File: src/rtl/video_timing_gen.sv
// Raster timing generator: free-running pixel/line counters plus one registered
// output stage that turns the previous coordinate into sync, blank and colour.
module video_timing_gen #(
  parameter int COLOR_DEPTH = 8,
  parameter int CNT_W       = 12,
  parameter int H_ACTIVE    = 320,
  parameter int H_FP        = 16,
  parameter int H_SYNC      = 32,
  parameter int H_BP        = 48,
  parameter int V_ACTIVE    = 240,
  parameter int V_FP        = 3,
  parameter int V_SYNC      = 4,
  parameter int V_BP        = 15,
  parameter bit HS_POL      = 1'b0,
  parameter bit VS_POL      = 1'b0
) (
  input  logic                   clk_vid,
  input  logic                   reset,
  input  logic                   ce_pix,
  output logic [CNT_W-1:0]       hcount,
  output logic [CNT_W-1:0]       vcount,
  input  logic [COLOR_DEPTH-1:0] R,
  input  logic [COLOR_DEPTH-1:0] G,
  input  logic [COLOR_DEPTH-1:0] B,
  output logic [COLOR_DEPTH-1:0] VGA_R,
  output logic [COLOR_DEPTH-1:0] VGA_G,
  output logic [COLOR_DEPTH-1:0] VGA_B,
  output logic                   HSync,
  output logic                   VSync,
  output logic                   HBlank,
  output logic                   VBlank,
  output logic                   de,
  output logic                   frame_start
);

  localparam int H_TOTAL  = H_ACTIVE + H_FP + H_SYNC + H_BP;
  localparam int V_TOTAL  = V_ACTIVE + V_FP + V_SYNC + V_BP;
  localparam int HS_START = H_ACTIVE + H_FP;
  localparam int VS_START = V_ACTIVE + V_FP;

  localparam logic [CNT_W-1:0] H_LAST_C   = CNT_W'(H_TOTAL - 1);
  localparam logic [CNT_W-1:0] V_LAST_C   = CNT_W'(V_TOTAL - 1);
  localparam logic [CNT_W-1:0] H_ACT_C    = CNT_W'(H_ACTIVE);
  localparam logic [CNT_W-1:0] V_ACT_C    = CNT_W'(V_ACTIVE);
  localparam logic [CNT_W-1:0] HS_START_C = CNT_W'(HS_START);
  localparam logic [CNT_W-1:0] HS_END_C   = CNT_W'(HS_START + H_SYNC);
  localparam logic [CNT_W-1:0] VS_START_C = CNT_W'(VS_START);
  localparam logic [CNT_W-1:0] VS_END_C   = CNT_W'(VS_START + V_SYNC);

  logic [CNT_W-1:0]       hcount_q, hcount_d;
  logic [CNT_W-1:0]       vcount_q, vcount_d;
  logic [COLOR_DEPTH-1:0] r_q, g_q, b_q;
  logic                   hsync_q, hblank_q, vblank_q, de_q, fstart_q;
  logic                   vs_active_q, vs_active_d;
  logic                   h_blank, v_blank, hs_act, active;

  always_comb begin
    hcount_d = hcount_q;
    vcount_d = vcount_q;
    if (ce_pix) begin
      if (hcount_q == H_LAST_C) begin
        hcount_d = '0;
        vcount_d = (vcount_q == V_LAST_C) ? '0 : vcount_q + 1'b1;
      end else begin
        hcount_d = hcount_q + 1'b1;
      end
    end
  end

  // Vertical sync state is sampled only at the hsync leading pixel so its
  // edges land exactly on an HSync leading edge.
  always_comb begin
    h_blank     = (hcount_q >= H_ACT_C);
    v_blank     = (vcount_q >= V_ACT_C);
    hs_act      = (hcount_q >= HS_START_C) && (hcount_q < HS_END_C);
    active      = !h_blank && !v_blank;
    vs_active_d = vs_active_q;
    if (hcount_q == HS_START_C) begin
      vs_active_d = (vcount_q >= VS_START_C) && (vcount_q < VS_END_C);
    end
  end

  always_ff @(posedge clk_vid or posedge reset) begin
    if (reset) begin
      hcount_q    <= '0;
      vcount_q    <= '0;
      r_q         <= '0;
      g_q         <= '0;
      b_q         <= '0;
      hsync_q     <= ~HS_POL;
      hblank_q    <= 1'b1;
      vblank_q    <= 1'b1;
      de_q        <= 1'b0;
      fstart_q    <= 1'b0;
      vs_active_q <= 1'b0;
    end else if (ce_pix) begin
      hcount_q    <= hcount_d;
      vcount_q    <= vcount_d;
      r_q         <= active ? R : '0;
      g_q         <= active ? G : '0;
      b_q         <= active ? B : '0;
      hsync_q     <= hs_act ? HS_POL : ~HS_POL;
      hblank_q    <= h_blank;
      vblank_q    <= v_blank;
      de_q        <= active;
      fstart_q    <= (hcount_q == '0) && (vcount_q == '0);
      vs_active_q <= vs_active_d;
    end
  end

  assign hcount      = hcount_q;
  assign vcount      = vcount_q;
  assign VGA_R       = r_q;
  assign VGA_G       = g_q;
  assign VGA_B       = b_q;
  assign HSync       = hsync_q;
  assign VSync       = vs_active_q ? VS_POL : ~VS_POL;
  assign HBlank      = hblank_q;
  assign VBlank      = vblank_q;
  assign de          = de_q;
  assign frame_start = fstart_q;

endmodule

File: config.mk
export PLATFORM = sky130hd
export DESIGN_NAME = video_timing_gen
export DESIGN_NICKNAME = d
export VERILOG_FILES = /design/src/rtl/video_timing_gen.sv
export SDC_FILE = /design/constraint.sdc
export NUM_CORES = 1
export LEC_CHECK = 0
export BUFFER_PORTS_ARGS = -buffer_cell sky130_fd_sc_hd__clkbuf_2
export CAP_MARGIN = 10
export CORE_ASPECT_RATIO = 1.25
export CORE_MARGIN = 2
export CORE_UTILIZATION = 40
export CTS_CLUSTER_DIAMETER = 30
export CTS_CLUSTER_SIZE = 20
export DETAILED_ROUTE_END_ITERATION = 8
export GPL_TIMING_DRIVEN = 0
export PLACE_DENSITY_LB_ADDON = 0.15
export SYNTH_ARGS = -nofsm -noshare
export SYNTH_HDL_FRONTEND = slang
export SYNTH_SLANG_ARGS = --single-unit
File: constraint.sdc
create_clock -name clk_vid -period 5.45 [get_ports clk_vid]
set_input_delay 0.8175 -clock clk_vid [delete_from_list [all_inputs] [get_ports clk_vid]]
set_output_delay 0.8175 -clock clk_vid [all_outputs]
set_load 0.01 [all_outputs]
==> impl_metrics.tcl, run 1 <==
set metrics [dict create \
    run_status "completed" \
    cap_violations 0 \
    hold_buffers 0 \
    cp_num_buf_inv 1 \
    die_w_um 74.4 \
    num_vias 2062 \
    rows 32 \
    gp_congestion 0.839 \
    dr.first_iter.drc_count 72 \
    seq_area_frac_synth_pct 54.6 \
    grt_overflow 0 \
    place_area_sq_mm 0.00301 \
    syn_nets 258 \
    portBuffers 80 \
    clock_latency_ps 300 \
    synth_top_area_share_pct 51.4 \
    netlist_top_cells_area "dfrtp_1 51%, a22o_1 8.5%, dfstp_2 3.2%, xor2_1 3.2%, ha_1 3.0%" \
    drc_errors 0 \
    cp_top_family "simple AND/OR/NAND/NOR gates" \
    synthCells 225 \
    die_height_um 92.1 \
    hold_viol 0 \
    cp-end-kind "register" \
    clockBufferDepth 2 \
    path_class "in -> reg" \
    antenna_cells 0 \
    htreeDepth 2 \
    syn_to_final_growth_pct 24.8 \
    track_usage_pct 17.5 \
    path_cells "clkbuf_2, or4b_4, or4_4, nor3_2, mux2i_1" \
    setup_viol 0 \
    syn_avg_cell_area_sq_um 11.0 \
    clk_pin_slew_ps 100 \
    antenna_found_initial 0 \
    rsz0062_at_grt "false" \
    yosysMostFrequentCell "dfrtp_1" \
    core_sq_mm 0.00609 \
    yosysUniqueCellTypes 37 \
    slew_headroom_pct 52.0 \
    cp.arrival_ps 2460 \
    synth-edff-count 0 \
    min_period_ps 2230 \
    initial_core_util_pct 40.8 \
    hpwl_um 4290 \
    cts_setup_buffers 0 \
    yosys_warnings 0 \
    fin_crit_sh_pct 41.0 \
    p_leak_nw 1.55 \
    synth_top_area_cell "dfrtp_1" \
    async_flop_share_pct 100 \
    cpMaxStageDelayCell "or4_4" \
    cp_max_fo 7 \
    setup_tns_ps 0 \
    nNetsFinal 346 \
    ctsResizeCount 0 \
    synth_area_sq_mm 0.00248 \
    clock_skew_ps 9.00 \
    slew_viol_final 0 \
    whs_ps 442 \
    synth_common_cells "51 x dfrtp_1, 24 x a22o_1, 14 x nand2_1" \
    io_pins 81 \
    pwr_density_cell_mw_per_mm2 288 \
    numCtsBuffers 5 \
    wl_um 5810 \
    irDropWorstVdd_mv 0.111 \
    cts.sinks 54 \
    grt_pass1_vias 1973 \
    via_per_inst 5.17 \
    fin_area_sq_mm 0.00310 \
    cts_tree "built" \
    drive_gt1_share_pct 32.8 \
    ys.flop_type "dfrtp_1" \
    max_freq_ghz 0.448 \
    hold_path.class "in -> async" \
    yosys_register_bits 54 \
    die_area_sq_mm 0.00685 \
    drt_pass1_iterations 4 \
    grt_max_degree 42 \
    reg2reg_slack_ps 3250 \
    post_drt_wl_per_cell_um 14.6 \
    clock-root-buffer "clkbuf_8" \
    finalPower_mw 0.892 \
    cp_slowest_stage_delay_ps 570 \
    required_ps 5680 \
    start_kind "input port" \
    worst_pin_slew_ps 714 \
    grt_pass1_wl_um 9400 \
    postRouteAntennaNets 0 \
]
[stage by stage]
step	std cells	setup slack [ps]	util, %
finish	399	3220	50.9
global placement	390	2660	49.1
CTS	399	3190	50.9
global route	399	3010	50.9
detailed placement	391	2890	49.4
floorplan	225	3170	-
[where the power goes]
part / internal [mW] / switching [mW] / leakage, nW / total [mW]
Sequential: 0.438 / 0.0338 / 0.697 / 0.472
Combinational: 0.0824 / 0.118 / 0.811 / 0.200
Clock: 0.0908 / 0.130 / 0.0374 / 0.220
Total: 0.611 / 0.281 / 1.55 / 0.892
[worst paths after layout]
kind                               endpoint         from  cells past startpoint
worst max-delay path              vcount[6]       ce_pix                      5
min in group clk_vid            frame_start  frame_start                      1
worst min register to register  frame_start  frame_start                      1
worst min-delay path              vcount[1]        reset                      2
worst max register to register     VGA_R[7]    vcount[9]                      5
max in group asynchronous            HBlank        reset                      3
[cell families (layout without fill, tap and decap cells)]
group	count (synthesis)	count (layout)	synth area share, %
xor gates and xnor gates	15	15	5.30
DFF	54	54	54.6
AOI/OAI and AO/OA	45	45	13.7
muxes	2	2	0.857
adders and majority gates	6	6	3.03
buffers and inverters	23	112	3.83
and+or+nand+nor	80	80	18.7
[sequential cells by signal (all words and copies together), names as in the netlist]
register / flops
VGA_R: 8
VGA_B: 8
de: 1
VBlank: 1
VGA_G: 8
HSync: 1
HBlank: 1
frame_start: 1
vcount: 12
hcount: 12
vs_active_q: 1
[layer usage]
layer  global-route usage, %  up-vias  part of all wire (%)
met5                       0        -                     0
met1                    24.0      990                    46
met2                    28.1       61                    48
met4                    6.10        0                   1.4
met3                    2.20        8                   4.8
li1                        -     1003                     -
[final cells by class]
cell class,count,area (sq um)
fillers,604,2990
multi-input cells,148,1030
clock inverters,2,15.0
inverters,9,33.8
flip-flops and latches,54,1360
well taps,85,106
clock buffers,6,72.6
repair buffers,81,420
plain buffers,14,61.3
[layout by cell type (no fill, tap or decap), drive strengths merged, types with 4 or more instances in the layout]
cell,instances
buf,6
nand2,14
and3,4
nand4,12
nand3,11
clkbuf,95
nor3,12
nor2,9
nor4,7
a22o,24
dfrtp,51
xor2,9
o21ai,11
inv,9
xnor2,6
ha,6
[worst register-to-register path: stages (launching register included)]
cell and delay, ps:
dfrtp_1 440, nor3_1 390, nand2_1 180, nor3_1 620
buf_2 350, a22o_1 170
No activity file was read; power rests on OpenSTA's default activity.
==> inputs of run 2 (changes only) <==
==> constraint.sdc (replaced) <==
create_clock -name clk_vid -period 2.1 [get_ports clk_vid]
set_input_delay 0.315 -clock clk_vid [delete_from_list [all_inputs] [get_ports clk_vid]]
set_output_delay 0.315 -clock clk_vid [all_outputs]
set_load 0.01 [all_outputs]
==> run 2 against run 1 <==
Against the previous run:
- design area increased by 3.2%
- largest cell class unchanged
- register-to-register slack got worse by 3200 ps
- first-iteration DRC count increased by 36%
- flip-flop and latch count unchanged
- critical endpoint is now vcount[3]
- via count increased by 1.5%
==> impl_metrics.tcl, run 2 (synthesis gave the netlist of run 1 again) <==
set metrics [dict create \
    nNetsFinal 355 \
    required_ps 2340 \
    antenna_found_initial 0 \
    cp.arrival_ps 2250 \
    grt_pass1_wl_um 9450 \
    cts.sinks 54 \
    irDropWorstVdd_mv 0.286 \
    start_kind "register" \
    cpMaxStageDelayCell "or4_1" \
    cp_top_family "simple AND/OR/NAND/NOR gates" \
    cp_num_buf_inv 1 \
    worstReg2RegStart "hcount[9]" \
    track_usage_pct 17.6 \
    worstSetupStartpoint "hcount[9]" \
    drive_gt1_share_pct 36.2 \
    clk_pin_slew_ps 100 \
    post_drt_wl_per_cell_um 14.5 \
    cp_max_fo 6 \
    setup_viol 0 \
    p_int_mw 1.59 \
    fillers 598 \
    postRouteAntennaNets 0 \
    clock_latency_ps 300 \
    fin_util_pct 52.5 \
    fin_ws_ps 85.9 \
    die_height_um 92.1 \
    dp.cells 391 \
    hold_viol 0 \
    slew_headroom_pct 67.5 \
    instances_no_fill 408 \
    min_period_ps 2010 \
    run_status "completed" \
    slew_viol_final 0 \
    clock-root-buffer "clkbuf_8" \
    place_area_sq_mm 0.00301 \
    path_cells "or3_4, or4_1, buf_2, or3_1, a21oi_2" \
    p_leak_nw 1.60 \
    cts_tree "built" \
    clock_skew_ps 7.69 \
    hold_path.class "in -> reg" \
    io_pins 81 \
    core_sq_mm 0.00609 \
    whs_ps 221 \
    initial_core_util_pct 40.8 \
    gp_congestion 0.839 \
    worst_pin_slew_ps 483 \
    combPwrFrac_pct 22.6 \
    drt_pass1_iterations 5 \
    hold_path.startpoint "B[6]" \
    dr.first_iter.drc_count 98 \
    path_class "reg -> reg" \
    fin_crit_sh_pct 95.9 \
    max_freq_ghz 0.497 \
    clockBufferDepth 2 \
    grt_max_degree 42 \
    cap_violations 0 \
    cp-end-kind "register" \
    via_per_inst 5.13 \
    syn_to_final_growth_pct 28.7 \
    grt_overflow 0 \
    setup_tns_ps 0 \
    switching_share_pct 31.6 \
    switching_power_mw 0.735 \
    portBuffers 80 \
    numCtsBuffers 5 \
    finalPower_mw 2.32 \
    drc_errors 0 \
    final_common_cell "clkbuf_2" \
    htreeDepth 2 \
    p_seq_share_pct 52.7 \
    cp_slowest_stage_delay_ps 460 \
    die_area_sq_mm 0.00685 \
    hpwl_um 4290 \
    die_w_um 74.4 \
    power.share.clock_pct 24.7 \
    final_cell_mix "80 x clkbuf_2, 48 x dfrtp_1, 24 x a22o_1" \
    place_ws_ps -139 \
    wl_um 5910 \
    pwr_density_cell_mw_per_mm2 728 \
    num_vias 2093 \
    rows 32 \
    antenna_cells 0 \
    grt_pass1_vias 1986 \
    fin_area_sq_mm 0.00319 \
    rsz0062_at_grt "false" \
]
[run 2: changes by cell type in the layout (fill, tap and decap cells not counted), sizes merged]
cell | before | now
buf | 6 | 14
dlygate4sd3 | 0 | 1
[run 2: power by group through the flow]
stage	Sequential [mW]	Clock [mW]	Combinational (mW)
floorplan	1.27	0	0.284
global placement	1.24	0	0.515
detailed placement	1.25	0	0.524
CTS	1.22	0.596	0.530
global route	1.24	0.638	0.582
finish	1.23	0.573	0.526
[run 2: layer usage]
layer,vias to the layer above,GRT usage (%),wire (um)
met5,-,0,0
met4,0,6.10,83
met3,8,2.20,274
met2,66,28.2,2850
met1,997,24.2,2700
li1,1022,-,-
[run 2: worst paths after layout]
kind | to | slack (ps) | cells after the start
hold reg to reg | frame_start | 490 | 1
hold / removal | VGA_B[6] | 220 | 2
setup / recovery | vcount[3] | 90 | 5
min in group asynchronous | vcount[1] | 490 | 3
max in group asynchronous | HBlank | 1030 | 4
setup reg to reg | vcount[3] | 90 | 5
[run 2: final cells by class]
cell class | count | area [sq um] | area share (%)
sequential | 54 | 1360 | 42.6
multi-input combinational | 148 | 1050 | 33.0
timing repair buffer | 90 | 490 | 15.4
tap | 85 | 106 | 3.33
clock buffer | 6 | 72.6 | 2.27
buffer | 14 | 61.3 | 1.92
inverter | 9 | 33.8 | 1.06
clock inverter | 2 | 15.0 | 0.470
[run 2: repair_timing]
item                       in CTS  in global routing
buffers inserted                2                  6
hold buffers                    1                  0
hold endpoints to repair       13                  0
pin swaps                       0                  4
resized for setup               3                  5
setup endpoints to repair      23                 25
